<file path="src/rtl/i2c_master_arbiter.sv">
// rtl/i2c_master_arbiter.sv - round-robin arbiter and transaction sequencer in front of a shared I2C master
module i2c_master_arbiter #(
    parameter int NUM_REQ   = 4,
    parameter int MAX_BYTES = 10,
    parameter int START_TO  = 16,
    parameter int XFER_TO   = 4096
) (
    input  logic                           clk_i,
    input  logic                           rst_ni,
    input  logic [NUM_REQ-1:0]             req_i,
    input  logic [NUM_REQ-1:0]             req_rw_i,
    input  logic [NUM_REQ*7-1:0]           req_addr_i,
    input  logic [NUM_REQ*10-1:0]          req_len_i,
    input  logic [NUM_REQ*MAX_BYTES*8-1:0] req_wdata_i,
    output logic [NUM_REQ-1:0]             gnt_o,
    output logic                           done_o,
    output logic                           err_o,
    output logic [1:0]                     err_code_o,
    output logic [MAX_BYTES*8-1:0]         rdata_o,
    output logic                           m_en_o,
    output logic                           m_read_write_o,
    output logic [6:0]                     m_slave_addr_o,
    output logic [9:0]                     m_no_of_bytes_o,
    output logic [MAX_BYTES*8-1:0]         m_data_in_o,
    input  logic [MAX_BYTES*8-1:0]         m_data_out_i,
    input  logic                           m_busy_i,
    input  logic                           m_ack_error_i
);

    localparam int IDX_W = (NUM_REQ > 1) ? $clog2(NUM_REQ) : 1;

    typedef enum logic [2:0] {
        S_IDLE, S_LAUNCH, S_WAIT_BUSY, S_WAIT_DONE, S_COMPLETE
    } state_e;

    state_e                 state_q, state_d;
    logic [IDX_W-1:0]       owner_q, owner_d;
    logic [IDX_W-1:0]       rr_ptr_q, rr_ptr_d;
    logic [12:0]            timer_q, timer_d;
    logic [1:0]             code_q, code_d;
    logic [MAX_BYTES*8-1:0] rdata_q, rdata_d;
    logic [MAX_BYTES*8-1:0] data_in_q, data_in_d;
    logic                   rw_q, rw_d;
    logic [6:0]             addr_q, addr_d;
    logic [9:0]             len_q, len_d;

    logic                   found;
    logic [IDX_W-1:0]       winner;
    logic [9:0]             sel_len;
    logic                   len_ok;

    function automatic logic [IDX_W-1:0] wrap_idx(input int base, input int off);
        return IDX_W'((base + off) % NUM_REQ);
    endfunction

    // Pick the first pending requester at or after rr_ptr, wrapping around
    always_comb begin
        found  = 1'b0;
        winner = rr_ptr_q;
        for (int i = NUM_REQ - 1; i >= 0; i--) begin
            if (req_i[wrap_idx(int'(rr_ptr_q), i)]) begin
                found  = 1'b1;
                winner = wrap_idx(int'(rr_ptr_q), i);
            end
        end
        sel_len = req_len_i[winner*10 +: 10];
        len_ok  = (sel_len != 10'd0) && (sel_len <= 10'(MAX_BYTES));
    end

    // State register and all latched transaction fields
    always_ff @(posedge clk_i or negedge rst_ni) begin
        if (!rst_ni) begin
            state_q   <= S_IDLE;
            owner_q   <= '0;
            rr_ptr_q  <= '0;
            timer_q   <= '0;
            code_q    <= '0;
            rdata_q   <= '0;
            data_in_q <= '0;
            rw_q      <= 1'b0;
            addr_q    <= '0;
            len_q     <= '0;
        end else begin
            state_q   <= state_d;
            owner_q   <= owner_d;
            rr_ptr_q  <= rr_ptr_d;
            timer_q   <= timer_d;
            code_q    <= code_d;
            rdata_q   <= rdata_d;
            data_in_q <= data_in_d;
            rw_q      <= rw_d;
            addr_q    <= addr_d;
            len_q     <= len_d;
        end
    end

    // Next state: selection, launch, busy tracking with timeouts, result capture
    always_comb begin
        state_d   = state_q;
        owner_d   = owner_q;
        rr_ptr_d  = rr_ptr_q;
        code_d    = code_q;
        rdata_d   = rdata_q;
        data_in_d = data_in_q;
        rw_d      = rw_q;
        addr_d    = addr_q;
        len_d     = len_q;
        case (state_q)
            S_IDLE: begin
                if (found) begin
                    owner_d   = winner;
                    rr_ptr_d  = wrap_idx(int'(winner), 1);
                    rw_d      = req_rw_i[winner];
                    addr_d    = req_addr_i[winner*7 +: 7];
                    len_d     = sel_len;
                    data_in_d = req_wdata_i[winner*MAX_BYTES*8 +: MAX_BYTES*8];
                    if (len_ok) begin
                        state_d = S_LAUNCH;
                        code_d  = 2'd0;
                    end else begin
                        // Bad length never reaches the master
                        state_d = S_COMPLETE;
                        code_d  = 2'd3;
                    end
                end
            end
            S_LAUNCH: state_d = S_WAIT_BUSY;
            S_WAIT_BUSY: begin
                if (m_busy_i) begin
                    state_d = S_WAIT_DONE;
                end else if (timer_q >= 13'(START_TO - 1)) begin
                    state_d = S_COMPLETE;
                    code_d  = 2'd2;
                end
            end
            S_WAIT_DONE: begin
                if (!m_busy_i) begin
                    if (rw_q) rdata_d = m_data_out_i;
                    code_d  = m_ack_error_i ? 2'd1 : 2'd0;
                    state_d = S_COMPLETE;
                end else if (timer_q >= 13'(XFER_TO - 1)) begin
                    state_d = S_COMPLETE;
                    code_d  = 2'd2;
                end
            end
            S_COMPLETE: state_d = S_IDLE;
            default:    state_d = S_IDLE;
        endcase
        // Timer restarts on every state change and saturates otherwise
        if (state_d != state_q) timer_d = '0;
        else if (timer_q == '1) timer_d = timer_q;
        else                    timer_d = timer_q + 13'd1;
    end

    // Moore outputs decoded from the current state
    always_comb begin
        gnt_o      = '0;
        m_en_o     = 1'b0;
        done_o     = 1'b0;
        err_o      = 1'b0;
        err_code_o = 2'd0;
        if (state_q != S_IDLE) gnt_o[owner_q] = 1'b1;
        if (state_q == S_LAUNCH) m_en_o = 1'b1;
        if (state_q == S_COMPLETE) begin
            done_o     = 1'b1;
            err_code_o = code_q;
            err_o      = (code_q != 2'd0);
        end
    end

    assign rdata_o         = rdata_q;
    assign m_read_write_o  = rw_q;
    assign m_slave_addr_o  = addr_q;
    assign m_no_of_bytes_o = len_q;
    assign m_data_in_o     = data_in_q;

endmodule
</file>
<file path="config.mk">
export PLATFORM = sky130hd
export DESIGN_NAME = i2c_master_arbiter
export DESIGN_NICKNAME = d
export VERILOG_FILES = /design/src/rtl/i2c_master_arbiter.sv
export SDC_FILE = /design/constraint.sdc
export NUM_CORES = 1
export LEC_CHECK = 0
export BUFFER_PORTS_ARGS = -buffer_cell sky130_fd_sc_hd__buf_2
export CORE_AREA = 3 3 262 264
export CTS_CLUSTER_SIZE = 10
export DETAILED_ROUTE_END_ITERATION = 10
export DIE_AREA = 0 0 265 267
export PLACE_DENSITY = 0.36
export SLEW_MARGIN = 40
export SYNTH_ARGS = -nofsm -noshare
export SYNTH_HDL_FRONTEND = slang
export SYNTH_SLANG_ARGS = --single-unit
export TNS_END_PERCENT = 20
</file>
<file path="constraint.sdc">
create_clock -name clk_i -period 6.8 [get_ports clk_i]
set_clock_uncertainty 0.1 [all_clocks]
set_input_delay 1.36 -clock clk_i [delete_from_list [all_inputs] [get_ports clk_i]]
set_output_delay 1.36 -clock clk_i [all_outputs]
set_load 0.01 [all_outputs]
</file>
* Yosys cells after proc, flatten, opt, wreduce, memory -nomap -nowiden *
Index checks and enable logic that the tools add are counted.

storage, ports and cells
  logic and storage cells = 94
  bits of input ports = 480
  flip-flop bits (word level) = 200
  output and inout bits = 187

operators by class
  bitwise gates (word level) = 1
  reductions and logical operators = 10
  shift-type cells = 3
  equality and inequality tests = 11
  $mul = 2
  add/sub/neg operators = 5
  multiplexer cells = 42
  magnitude comparators = 10

operator list
  kind                   count
  $shiftx 320x10->80     1
  $shiftx 40x7->10       1
  $shiftx 28x6->7        1
  $mux 13                2
  $mux 2                 11
  $lt 2x3->1 const B     6
  $mux 3                 6
  $mux 1                 14
  $add 13x1->13 const B  1
  $eq 13x13->1 const B   1
  $ge 13x12->1 const B   1
  $ge 13x4->1 const B    1
  $pmux 3 s4             1
  $bmux 1 s2             5
  $le 10x4->1 const B    1
  $mul 2x3->5 const B    2
  $reduce_bool 10->1     1
  $ne 2x2->1 const B     4
  $eq 3x2->1 const B     2
  $pmux 2 s3             1
  $reduce_bool 3->1      2
  $reduce_and 5->1       1
  $add 2x1->2 const B    2
  $add 2x2->2 const B    2
  other kinds (13)       14

* Longest topological paths before layout *
Gate-level depths: netlist of the first run.

  word-level depth = 16
  depth in mapped cells = 11
  mapped depth without buffers = 8

* Worst setup path before layout of the first run *
OpenSTA, ideal clock, no wires.

  kind = input port to flip-flop
  from = in req_i[2]
  to = reg state_q[0]
  path slack = 3.488 ns
  required time = 6.633 ns
  setup time = 0.067 ns
  arrival time = 3.145 ns
  path buffers = 2
  stages on the path = 10
  cell sequence = nor2b_1 > o21ai_0 > o221a_2 > buf_2 > clkbuf_1 > nand3_1 > a22oi_1 > o2111ai_1 > nor4_1 > nand2b_1

on the way
  longest elaborated chain between the ends = 13
  elaborated cells between the ends (all ways) = 24
  classes of those cells = 1 x mul; 1 x order compare; 1 x shift; 19 x mux; 2 x reduce/logical

RTL lines
  item                                               line  text
  start, declared                                    10    input logic [NUM_REQ-1:0] req_i,
  $bmux 1 s2                                         61    if (req_i[wrap_idx(int'(rr_ptr_q), i)]) begin
  $mux 1 (not written as such)                       61
  $mux 2 (4 in series)                               61
  $mul 2x3->5                                        66    sel_len = req_len_i[winner*10 +: 10];
  $shiftx 40x7->10                                   66
  $le 10x4->1 or $reduce_bool 10->1 (tied branches)  67    len_ok = (sel_len != 10'd0) && (sel_len <= 10'(MAX_BYTES));
  $logic_and 1x1->1                                  67
  $mux 3                                             117   if (len_ok) begin
  $mux 3 *                                           110   if (found) begin
  $pmux 3 s4 *                                       108   case (state_q)
  net state_d[0]                                     36    state_e state_q, state_d;
  end signal, assigned                               84    state_q <= state_d;
  end, declared                                      36

Mark *: on every way through the listed nets, which the timed path passes. The rest lies on a longest branch. The select of a mux whose other input is x is not followed.
A chain may end at the register's enable or synchronous reset.

* Final worst setup path of the first run *
  from = in req_i[0]
  to = reg data_in_q[76] (netlist: m_data_in_o[76])

on the way
  longest elaborated chain between the ends = 8
  elaborated cells between the ends (all ways) = 19
  classes of those cells = 1 x mul; 1 x shift; 16 x mux; 1 x reduce/logical

RTL lines
  item                          line  text
  $bmux 1 s2                    61
  $mux 1 (not written as such)  61
  $mux 2 (4 in series)          61
  $mul 2x3->5                   116   data_in_d = req_wdata_i[winner*MAX_BYTES*8 +: MAX_BYTES*8];
  $shiftx 320x10->80            116
  end signal, assigned          90    data_in_q <= data_in_d;
  end, declared                 42    logic [MAX_BYTES*8-1:0] data_in_q, data_in_d;

Parallel ways exist; a longest one is shown, timed or not. The select of a mux whose other input is x is not followed.

==> results.yml, run 1 <==
place:
  io_buffer_count: 666
  placed_cells: 2833
  dpl_cell_area_sq_um: 15000
  place_hpwl_um: 40400
  gp_congestion: 0.831
critical_path:
  endpoint_kind: "flip-flop"
  cp.arrival_ns: 4.39
  cp.required_ns: 7.13
  worstReg2RegEnd: "m_data_in_o[76]"
  setup.worst_path.class: "in2reg"
  timing.critical_path.fanout_max: 67
  r2r_slack_ns: 3.26
  timing.rr.start: "rr_ptr_q[1]"
  start_kind: "input port"
  rr_worst_depth: 8
clock_tree:
  cts_tree: "yes"
  root_buffer: "clkbuf_16"
  postCtsSetupBuffers: 0
  numCtsBuffers: 17
  cts_buffer_depth: 2
  clkSlewWorstSetupHoldPaths_ns: 0.09
  h-tree-depth: 4
  cts_resized: 0
  clkLatencyLatePin_ns: 0.49
  ctsHoldBuffers: 0
  cts.sinks: 200
timing:
  finalCritPeriodShare_pct: 59.7
  fmax_mhz: 246
  worst_pin_slew_ns: 0.829
  maxSlewHeadroom_pct: 44.7
  hold_viol_final: 0
  setup_tns_ns: 0
  setup_viol: 0
  fin_crit_ns: 4.06
  rsz0062_at_grt: "false"
  slew_violations: 0
die:
  die_x_um: 265
  coreArea_sq_um: 66800
  fp.dieH_um: 267
  boundaryPins: 667
  start_util_pct: 16.1
  row_count: 95
  die_area_sq_um: 70800
detailed_routing:
  drtIter0Drc: 583
  num_vias: 12000
  drcViolationCount: 0
  viasPerCell: 4.17
  first_pass_iters: 5
  avgRoutedWirePerCell_um: 18.2
  finalWirelength_um: 52200
  ant_nets: 0
power_and_ir_drop:
  clkPwrFrac_pct: 19.9
  p_leak_nw: 8.59
  power_switching_mw: 2.72
  swShare_pct: 47.7
  p_comb_share_pct: 50.2
  ir_worst_vdd_v: 0.000150
  p_int_mw: 2.98
  seqPwrFrac_pct: 29.9
  p_per_area_nw_per_um2: 363
worst_hold_path:
  min_from: "m_data_in_o[55]"
  hold_class: "reg2reg"
  holdPathStages: 2
  worstHoldEndpoint: "m_data_in_o[55]"
flow_run:
  cap_violations: 0
outcome:
  status: "complete, no violations"
synth:
  netlist.area_leader.share_pct: 46.6
  yosysTopAreaCell: "dfrtp_1"
  netlist-cell-type-count: 45
  synth_area_leaders: "dfrtp_1 47%, nand2_1 20%, nand3_1 14%"
  synth_nets: 1858
  synth_warnings: 0
  synth-seq-area-share_pct: 46.6
  ys_seq_elements: 200
  syn_avg_cell_area_sq_um: 7.79
  syn_inst: 1377
  syn-cell-area_sq_um: 10700
global_routing:
  grt_pass1_vias: 12100
  track_usage_pct: 14.3
  grt_max_degree: 115
  grt_first_pass_wirelength_um: 76000
  antenna_found_initial: 19
  gr-total-overflow: 0
cells_and_area:
  layout.nets: 2461
  layout_common_cells: "665 x buf_2, 568 x nand2_1, 298 x nand3_1"
  final_common_cell: "buf_2"
  drive_gt1_share_pct: 40.3
  fin_cells: 2874
  syn2layout_area_growth_pct: 46.0
  fin_area_sq_um: 15700
cells in the mapped netlist, drive strengths merged:
cell	number
mux2	80
clkbuf	63
o221a	1
nor2	23
or3b	1
nand2b	3
and4	1
nor4	4
nand4b	1
a21o	1
nand4	3
inv	4
or4	1
xnor2	4
o21a	1
o41ai	1
and2	2
a22oi	3
nor2b	4
xor2	5
nand2	570
or2	1
a2bb2oi	1
dfrtp	200
a32oi	1
buf	34
ha	1
nand3b	1
nor3b	1
o2111ai	1
o31ai	1
nand3	298
nor3	7
a22o	4
or3	3
a21oi	12
and4b	1
a211oi	3
and3	6
o221ai	1
o21ai	24
final cells by class:
type | count | area [sq um]
Fill cell | 7551 | 51100
Multi-Input combinational cell | 1076 | 5380
Sequential cell | 200 | 5000
Timing Repair Buffer | 681 | 3520
Tap cell | 873 | 1090
Clock buffer | 17 | 425
Clock inverter | 15 | 210
Antenna cell | 8 | 20.0
Inverter | 4 | 15.0
power groups by stage:
| stage | registers (mW) | logic [mW] | clock network, mW |
|---|---|---|---|
| after floorplan | 1.84 | 1.57 | 0 |
| after global placement | 1.72 | 2.93 | 0 |
| after detailed placement | 1.72 | 2.96 | 0 |
| after CTS | 1.71 | 2.96 | 1.19 |
| after global routing | 1.75 | 3.25 | 1.24 |
| final | 1.70 | 2.86 | 1.13 |
per-layer routing:
metal | global-route usage [%] | up-vias | wire length [um]
li1 | - | 5783 | -
met1 | 16.0 | 5665 | 20400
met2 | 25.5 | 449 | 26500
met3 | 5.15 | 64 | 4160
met4 | 4.13 | 18 | 1050
met5 | 0 | - | 107
cell families (layout without fill, tap and decap cells):
family | Yosys count | after routing | synth area share (%)
AO/OA/AOI/OAI | 55 | 55 | 3.22
XOR/XNOR | 9 | 9 | 0.734
adder cells (fa/ha/maj) | 1 | 1 | 0.117
buffers and inverters | 101 | 717 | 3.77
flip-flops | 200 | 200 | 46.6
multiplexers | 80 | 80 | 8.39
other | 0 | 8 | 0
AND/OR/NAND/NOR | 931 | 931 | 37.1
critical path, cell delays in order:
cell and delay (ns):
buf_2 0.13, nand2b_1 0.20, nand4b_1 0.62, nand2_4 0.82, buf_4 0.60, nand2_1 0.16
nand3_1 0.14, nand3_1 0.12, nand2_1 0.11
flip-flops by register name (all words and copies together) (netlist names):
register	cells
timer_q	13
m_no_of_bytes_o	10
rr_ptr_q	2
rdata_o	80
state_q	3
m_read_write_o	1
m_data_in_o	80
m_slave_addr_o	7
owner_q	2
code_q	2
stage by stage:
stage	worst slack [ns]	utilization, %	power [mW]	hold WS, ns
final	2.74	23.5	5.69	0.373
after global routing	2.44	23.4	6.24	0.396
after CTS	2.69	23.4	5.87	0.380
after detailed placement	2.13	22.4	4.69	0.357
after global placement	2.21	22.4	4.66	0.355
after floorplan	3.49	-	3.42	0.375
worst max-delay path by stage:
stage / start / endpoint / slack [ns] / cells after the start
6_report: req_i[0] / m_data_in_o[76] / 2.74 / 9
5_1_grt: req_i[0] / m_data_in_o[76] / 2.44 / 9
4_1_cts: req_i[0] / m_data_in_o[76] / 2.69 / 9
3_5_place_dp: req_i[0] / m_data_in_o[76] / 2.13 / 9
3_3_place_gp: req_i[0] / m_data_in_o[76] / 2.21 / 9
2_1_floorplan: req_i[2] / state_q[0] / 3.49 / 10
No activity file was read; power rests on OpenSTA's default activity.
==> inputs of run 2 (changes only) <==
Settings changed: ABC_AREA set to 1, CORE_AREA 3 3 262 264 to 3 3 258 260, DIE_AREA 0 0 265 267 to 0 0 261 263, PLACE_DENSITY 0.36 to 0.38.
Clock period 6.8 ns to 4.13 ns, I/O delays scaled along.
==> run 2 against run 1 <==
Synthesized cell count fell by 4.0%. Critical path type is now reg2reg. Global-route usage rose by 1.1 points. Combinational power rose to 3.2 times the previous value. Register-to-register slack got worse by 2.3 ns. Sequential share of layout area fell by 0.72 points. Non-clock buffer count rose by 10. Critical path depth rose by 9. Routed wire length rose by 5.4%. First-iteration DRC count fell by 14%. Die area fell by 3.0%. Via count rose by 1.2%. Core utilization rose by 1.5 points. Critical endpoint is now timer_q[3].
==> results.yml, run 2 <==
cells_and_area:
  fin_cells: 2816
  final_common_cell: "buf_2"
  layout.nets: 2416
  drive_gt1_share_pct: 43.6
  layout_common_cells: "665 x buf_2, 461 x nand2_1, 200 x dfrtp_1"
  syn2layout_area_growth_pct: 45.6
synth:
  syn_avg_cell_area_sq_um: 8.33
  ys_top_cells_by_count: "461 x nand2_1, 200 x dfrtp_1, 104 x nand3_1"
  synth.most_common_cell: "nand2_1"
  netlist.area_leader.share_pct: 45.5
  synth-seq-area-share_pct: 45.5
  ys_seq_elements: 200
  async_flop_share_pct: 100
  synth-edff-count: 0
  synth_nets: 1803
  syn_inst: 1322
  synth_area_leaders: "dfrtp_1 45%, nand2_1 16%, mux2_2 8.2%"
  synth_warnings: 0
  yosysTopAreaCell: "dfrtp_1"
  synth_flop_cell: "dfrtp_1"
  netlist-cell-type-count: 38
  syn-cell-area_sq_um: 11000
clock_tree:
  clkLatencyLatePin_ns: 0.48
  postCtsSetupBuffers: 0
  cts.sinks: 200
  cts_tree: "yes"
  h-tree-depth: 4
  cts_buffer_depth: 2
  clkSlewWorstSetupHoldPaths_ns: 0.09
  root_buffer: "clkbuf_16"
  ctsHoldBuffers: 0
  cts_resized: 0
  numCtsBuffers: 17
die:
  boundaryPins: 667
  start_util_pct: 17.1
  coreArea_sq_um: 64300
  die_x_um: 261
  row_count: 93
  fp.dieH_um: 263
  die_area_sq_um: 68600
place:
  placed_cells: 2771
  place_hpwl_um: 43600
  gp_congestion: 0.877
  pre_cts_ws_ns: 0.592
  io_buffer_count: 666
detailed_routing:
  finalWirelength_um: 55000
  drcViolationCount: 0
  drtIter0Drc: 503
  viasPerCell: 4.30
  avgRoutedWirePerCell_um: 19.5
  num_vias: 12100
  first_pass_iters: 6
  ant_nets: 0
timing:
  slew_violations: 0
  rsz0062_at_grt: "false"
  setup_viol: 0
  maxSlewHeadroom_pct: 54.6
  fin_crit_ns: 3.18
  worst_pin_slew_ns: 0.675
  hold_ws_ns: 0.235
  finalCritPeriodShare_pct: 77.1
  fmax_mhz: 314
  fin_ws_ns: 0.946
  hold_viol_final: 0
  setup_tns_ns: 0
power_and_ir_drop:
  p_per_area_nw_per_um2: 881
  total_power_mw: 14.1
  ir_worst_vdd_v: 0.000459
  p_leak_nw: 8.74
critical_path:
  setup.worst_path.class: "reg2reg"
  cp.arrival_ns: 3.45
  cp.required_ns: 4.40
  start_kind: "flip-flop"
  timing.critical_path.fanout_max: 15
  endpoint_kind: "flip-flop"
worst_hold_path:
  hold_class: "in2async"
global_routing:
  antenna_found_initial: 22
  track_usage_pct: 15.4
  grt_first_pass_wirelength_um: 79900
  gr-total-overflow: 0
  grt_max_degree: 109
  grt_pass1_vias: 12600
outcome:
  status: "complete, no violations"
flow_run:
  cap_violations: 0
==> run 2: worst paths after layout <==
check / slack, ns / startpoint / cells after the start / to
worst max-delay path: 0.95 / rr_ptr_q[0] / 18 / timer_q[3]
worst min-delay path: 0.24 / rst_ni / 1 / rdata_o[28]
worst max register to register: 0.95 / rr_ptr_q[0] / 18 / timer_q[3]
worst min register to register: 0.40 / m_no_of_bytes_o[1] / 2 / m_no_of_bytes_o[1]
max in group asynchronous: 2.92 / rst_ni / 2 / rdata_o[56]
min in group clk_i: 0.40 / m_no_of_bytes_o[1] / 2 / m_no_of_bytes_o[1]
==> run 2: critical path, stage by stage, from the launching register on <==
cell and delay, ns:
dfrtp_1 0.60, inv_6 0.08, nand2_2 0.09, nand2_2 0.07, nor2_2 0.12, o21ai_1 0.12
a31oi_4 0.37, buf_4 0.31, nand3_1 0.11, nand2_1 0.10, nand2_1 0.06, nor2_1 0.14
nand2_1 0.12, nor2_2 0.16, nand2_1 0.08, nand2_2 0.10, nand2_4 0.08, nand2_4 0.18
nor2_2 0.04
==> run 2: routing by layer <==
metal  up-vias  GRT usage [%]  wire [um]
li1       5762              -          -
met1      5814           16.9      20800
met2       488           28.0      28400
met3        50           4.88       4630
met4         6           5.11       1190
met5         -              0         38
==> run 2: layout make-up <==
| cell class | count | area (sq um) |
|---|---|---|
| diodes | 13 | 32.5 |
| clock buffers | 17 | 425 |
| clock inverters | 15 | 236 |
| fillers | 7208 | 48300 |
| inverters | 46 | 185 |
| multi-input cells | 979 | 5450 |
| flip-flops and latches | 200 | 5000 |
| well taps | 855 | 1070 |
| repair buffers | 691 | 3630 |
==> run 2: metrics by stage <==
| stage | util (%) | instance area (sq um) |
|---|---|---|
| 2_1_floorplan | - | 11000 |
| 3_3_place_gp | 23.8 | 15300 |
| 3_5_place_dp | 23.8 | 15300 |
| 4_1_cts | 24.9 | 16000 |
| 5_1_grt | 24.9 | 16000 |
| 6_report | 24.9 | 16000 |
==> run 2: logic make-up after synthesis <==
group,after synthesis,share of synthesized area (%)
xor+xnor,8,0.637
fa+ha+maj,1,0.114
simple gates,685,26.0
compound gates,204,14.1
buf+inv,143,5.42
mux,81,8.27
flops,200,45.5
==> run 2: where the power goes <==
part / internal, mW / switching (mW) / leakage, nW
clock network: 0.909 / 1.01 / 0.317
registers: 2.62 / 0.390 / 2.55
logic: 3.20 / 5.99 / 5.87
total: 6.73 / 7.40 / 8.74
==> inputs of run 3 (changes only) <==
Clock period 4.13 ns to 3.3 ns, I/O delays scaled along.
==> run 3 against run 2 <==
Sequential share of layout area fell by 0.12 points. Non-clock buffer count increased by 9. Critical path type unchanged. Critical path depth shrank 2. Routed wire length grew 0.63%. Final cell count unchanged. Fmax up 4.3%. Critical endpoint is now timer_q[10]. Core utilization increased by 0.093 points. First-iteration DRC count rose by 3.8%. Sequential cell count stayed put. Clock power increased by 27%. Setup slack got worse by 0.70 ns. Largest cell class unchanged.
==> results.yml, run 3 (same netlist as run 2, synthesis figures left out) <==
global_routing:
  grt_pass1_vias: 12700
  track_usage_pct: 15.6
  grt_first_pass_wirelength_um: 80500
  gr-total-overflow: 0
  antenna_found_initial: 22
  grt_max_degree: 124
clock_tree:
  cts_buffer_depth: 2
  cts_tree: "yes"
  root_buffer: "clkbuf_16"
  ctsHoldBuffers: 0
  numCtsBuffers: 17
  clkLatencyLatePin_ns: 0.49
  postCtsSetupBuffers: 0
  clkSlewWorstSetupHoldPaths_ns: 0.09
  cts.sinks: 200
  cts_resized: 0
  h-tree-depth: 4
flow_run:
  cap_violations: 0
detailed_routing:
  ant_nets: 0
  first_pass_iters: 5
  num_vias: 12100
  drtIter0Drc: 522
  finalWirelength_um: 55400
  viasPerCell: 4.30
  avgRoutedWirePerCell_um: 19.7
  drcViolationCount: 0
place:
  io_buffer_count: 666
  gp_congestion: 0.879
  place_hpwl_um: 44000
power_and_ir_drop:
  p_leak_nw: 8.79
  clkPwrFrac_pct: 13.6
  p_int_mw: 8.49
  power_switching_mw: 9.40
  ir_worst_vdd_v: 0.000850
  p_per_area_nw_per_um2: 1110
  seqPwrFrac_pct: 21.0
  swShare_pct: 52.5
  p_comb_share_pct: 65.4
die:
  coreArea_sq_um: 64300
  start_util_pct: 17.1
  fp.dieH_um: 263
  row_count: 93
  boundaryPins: 667
  die_x_um: 261
  die_area_sq_um: 68600
critical_path:
  endpoint_kind: "flip-flop"
  crit_path_start: "rr_ptr_q[0]"
  cp.depth: 16
  critical_path.n_buffers_inverters: 2
  path_cells: "inv_6 > nand2_2 > nand2_2 > nor2_2 > o21ai_1 > a31oi_4 > inv_2 > nand2_1 > nand2_1 > nor2_1 > nand2_1 > o21bai_2 > nand2_2 > nor2_8 > nand2_4 > nor2_2"
  critPathCapture: "timer_q[10]"
  critPathSlowestCell: "dfrtp_1"
  timing.critical_path.fanout_max: 15
  worstReg2RegEnd: "timer_q[10]"
  cp.required_ns: 3.63
  setup.worst_path.class: "reg2reg"
  cp.arrival_ns: 3.39
  timing.rr.start: "rr_ptr_q[0]"
  start_kind: "flip-flop"
  slowest_delay_ns: 0.62
  cp_top_family: "simple AND/OR/NAND/NOR gates"
  r2r_slack_ns: 0.25
  rr_worst_depth: 16
timing:
  fin_crit_ns: 3.05
  maxSlewHeadroom_pct: 55.9
  slew_violations: 0
  setup_tns_ns: 0
  rsz0062_at_grt: "false"
  worst_pin_slew_ns: 0.661
  setup_viol: 0
  fmax_mhz: 327
  finalCritPeriodShare_pct: 92.5
  hold_viol_final: 0
cells_and_area:
  drive_gt1_share_pct: 43.8
  layout.nets: 2425
  layout_common_cells: "665 x buf_2, 461 x nand2_1, 200 x dfrtp_1"
  final_common_cell: "buf_2"
  utilization_pct: 25.0
  syn2layout_area_growth_pct: 46.2
worst_hold_path:
  hold_class: "in2async"
outcome:
  status: "complete, no violations"
==> run 3: cell types whose count changed in the layout (fill, tap and decap cells not counted) <==
cell / delta
bufinv_16: -1
inv_6: +1
clkinv_4: -1
clkinv_8: -1
buf_4: +8
buf_12: +1
inv_8: -1
inv_16: +3
diode_2: -9
==> run 3: worst min path at each step <==
stage | startpoint | end | depth (start not counted)
CTS | rst_ni | rdata_o[28] | 1
global placement | rdata_o[73] | rdata_o[73] | 1
global route | rst_ni | rdata_o[43] | 1
finish | rst_ni | rdata_o[43] | 1
floorplan | rst_ni | code_q[0] | 0
detailed placement | m_slave_addr_o[2] | m_slave_addr_o[2] | 1
==> run 3: per-layer routing <==
layer | GRT usage [%] | routed length [um] | vias up
met4 | 4.08 | 920 | 20
met2 | 28.5 | 28900 | 443
met5 | 0 | 133 | -
met1 | 16.9 | 20600 | 5825
li1 | - | - | 5766
met3 | 5.65 | 4760 | 68
==> run 3: power groups by stage <==
stage          Combinational [mW]  Clock, mW  Sequential, mW
5_1_grt                      13.1       2.63            3.85
4_1_cts                      12.0       2.55            3.78
6_report                     11.7       2.43            3.76
3_3_place_gp                 11.9          0            3.82
2_1_floorplan                7.49          0            3.98
3_5_place_dp                 12.0          0            3.80
==> run 3: through the flow <==
stage | area (sq um) | hold WS (ns) | power, mW | instances | setup slack [ns]
floorplan | 11000 | 0.264 | 11.5 | 1322 | 0.698
global placement | 15400 | 0.382 | 15.7 | 2780 | 0.188
detailed placement | 15400 | 0.385 | 15.8 | 2780 | 0.149
CTS | 16100 | 0.00361 | 18.3 | 2812 | 0.231
global route | 16100 | 0.0259 | 19.5 | 2814 | 0.0377
finish | 16100 | 0.0194 | 17.9 | 2816 | 0.246
==> run 3: final cells by class <==
class / count / area, sq um
antenna: 4 / 10.0
clock buffer: 17 / 425
clock inverter: 15 / 239
fill: 7172 / 48300
inverter: 46 / 185
multi-input combinational: 979 / 5450
sequential: 200 / 5000
tap: 855 / 1070
timing repair buffer: 700 / 3710
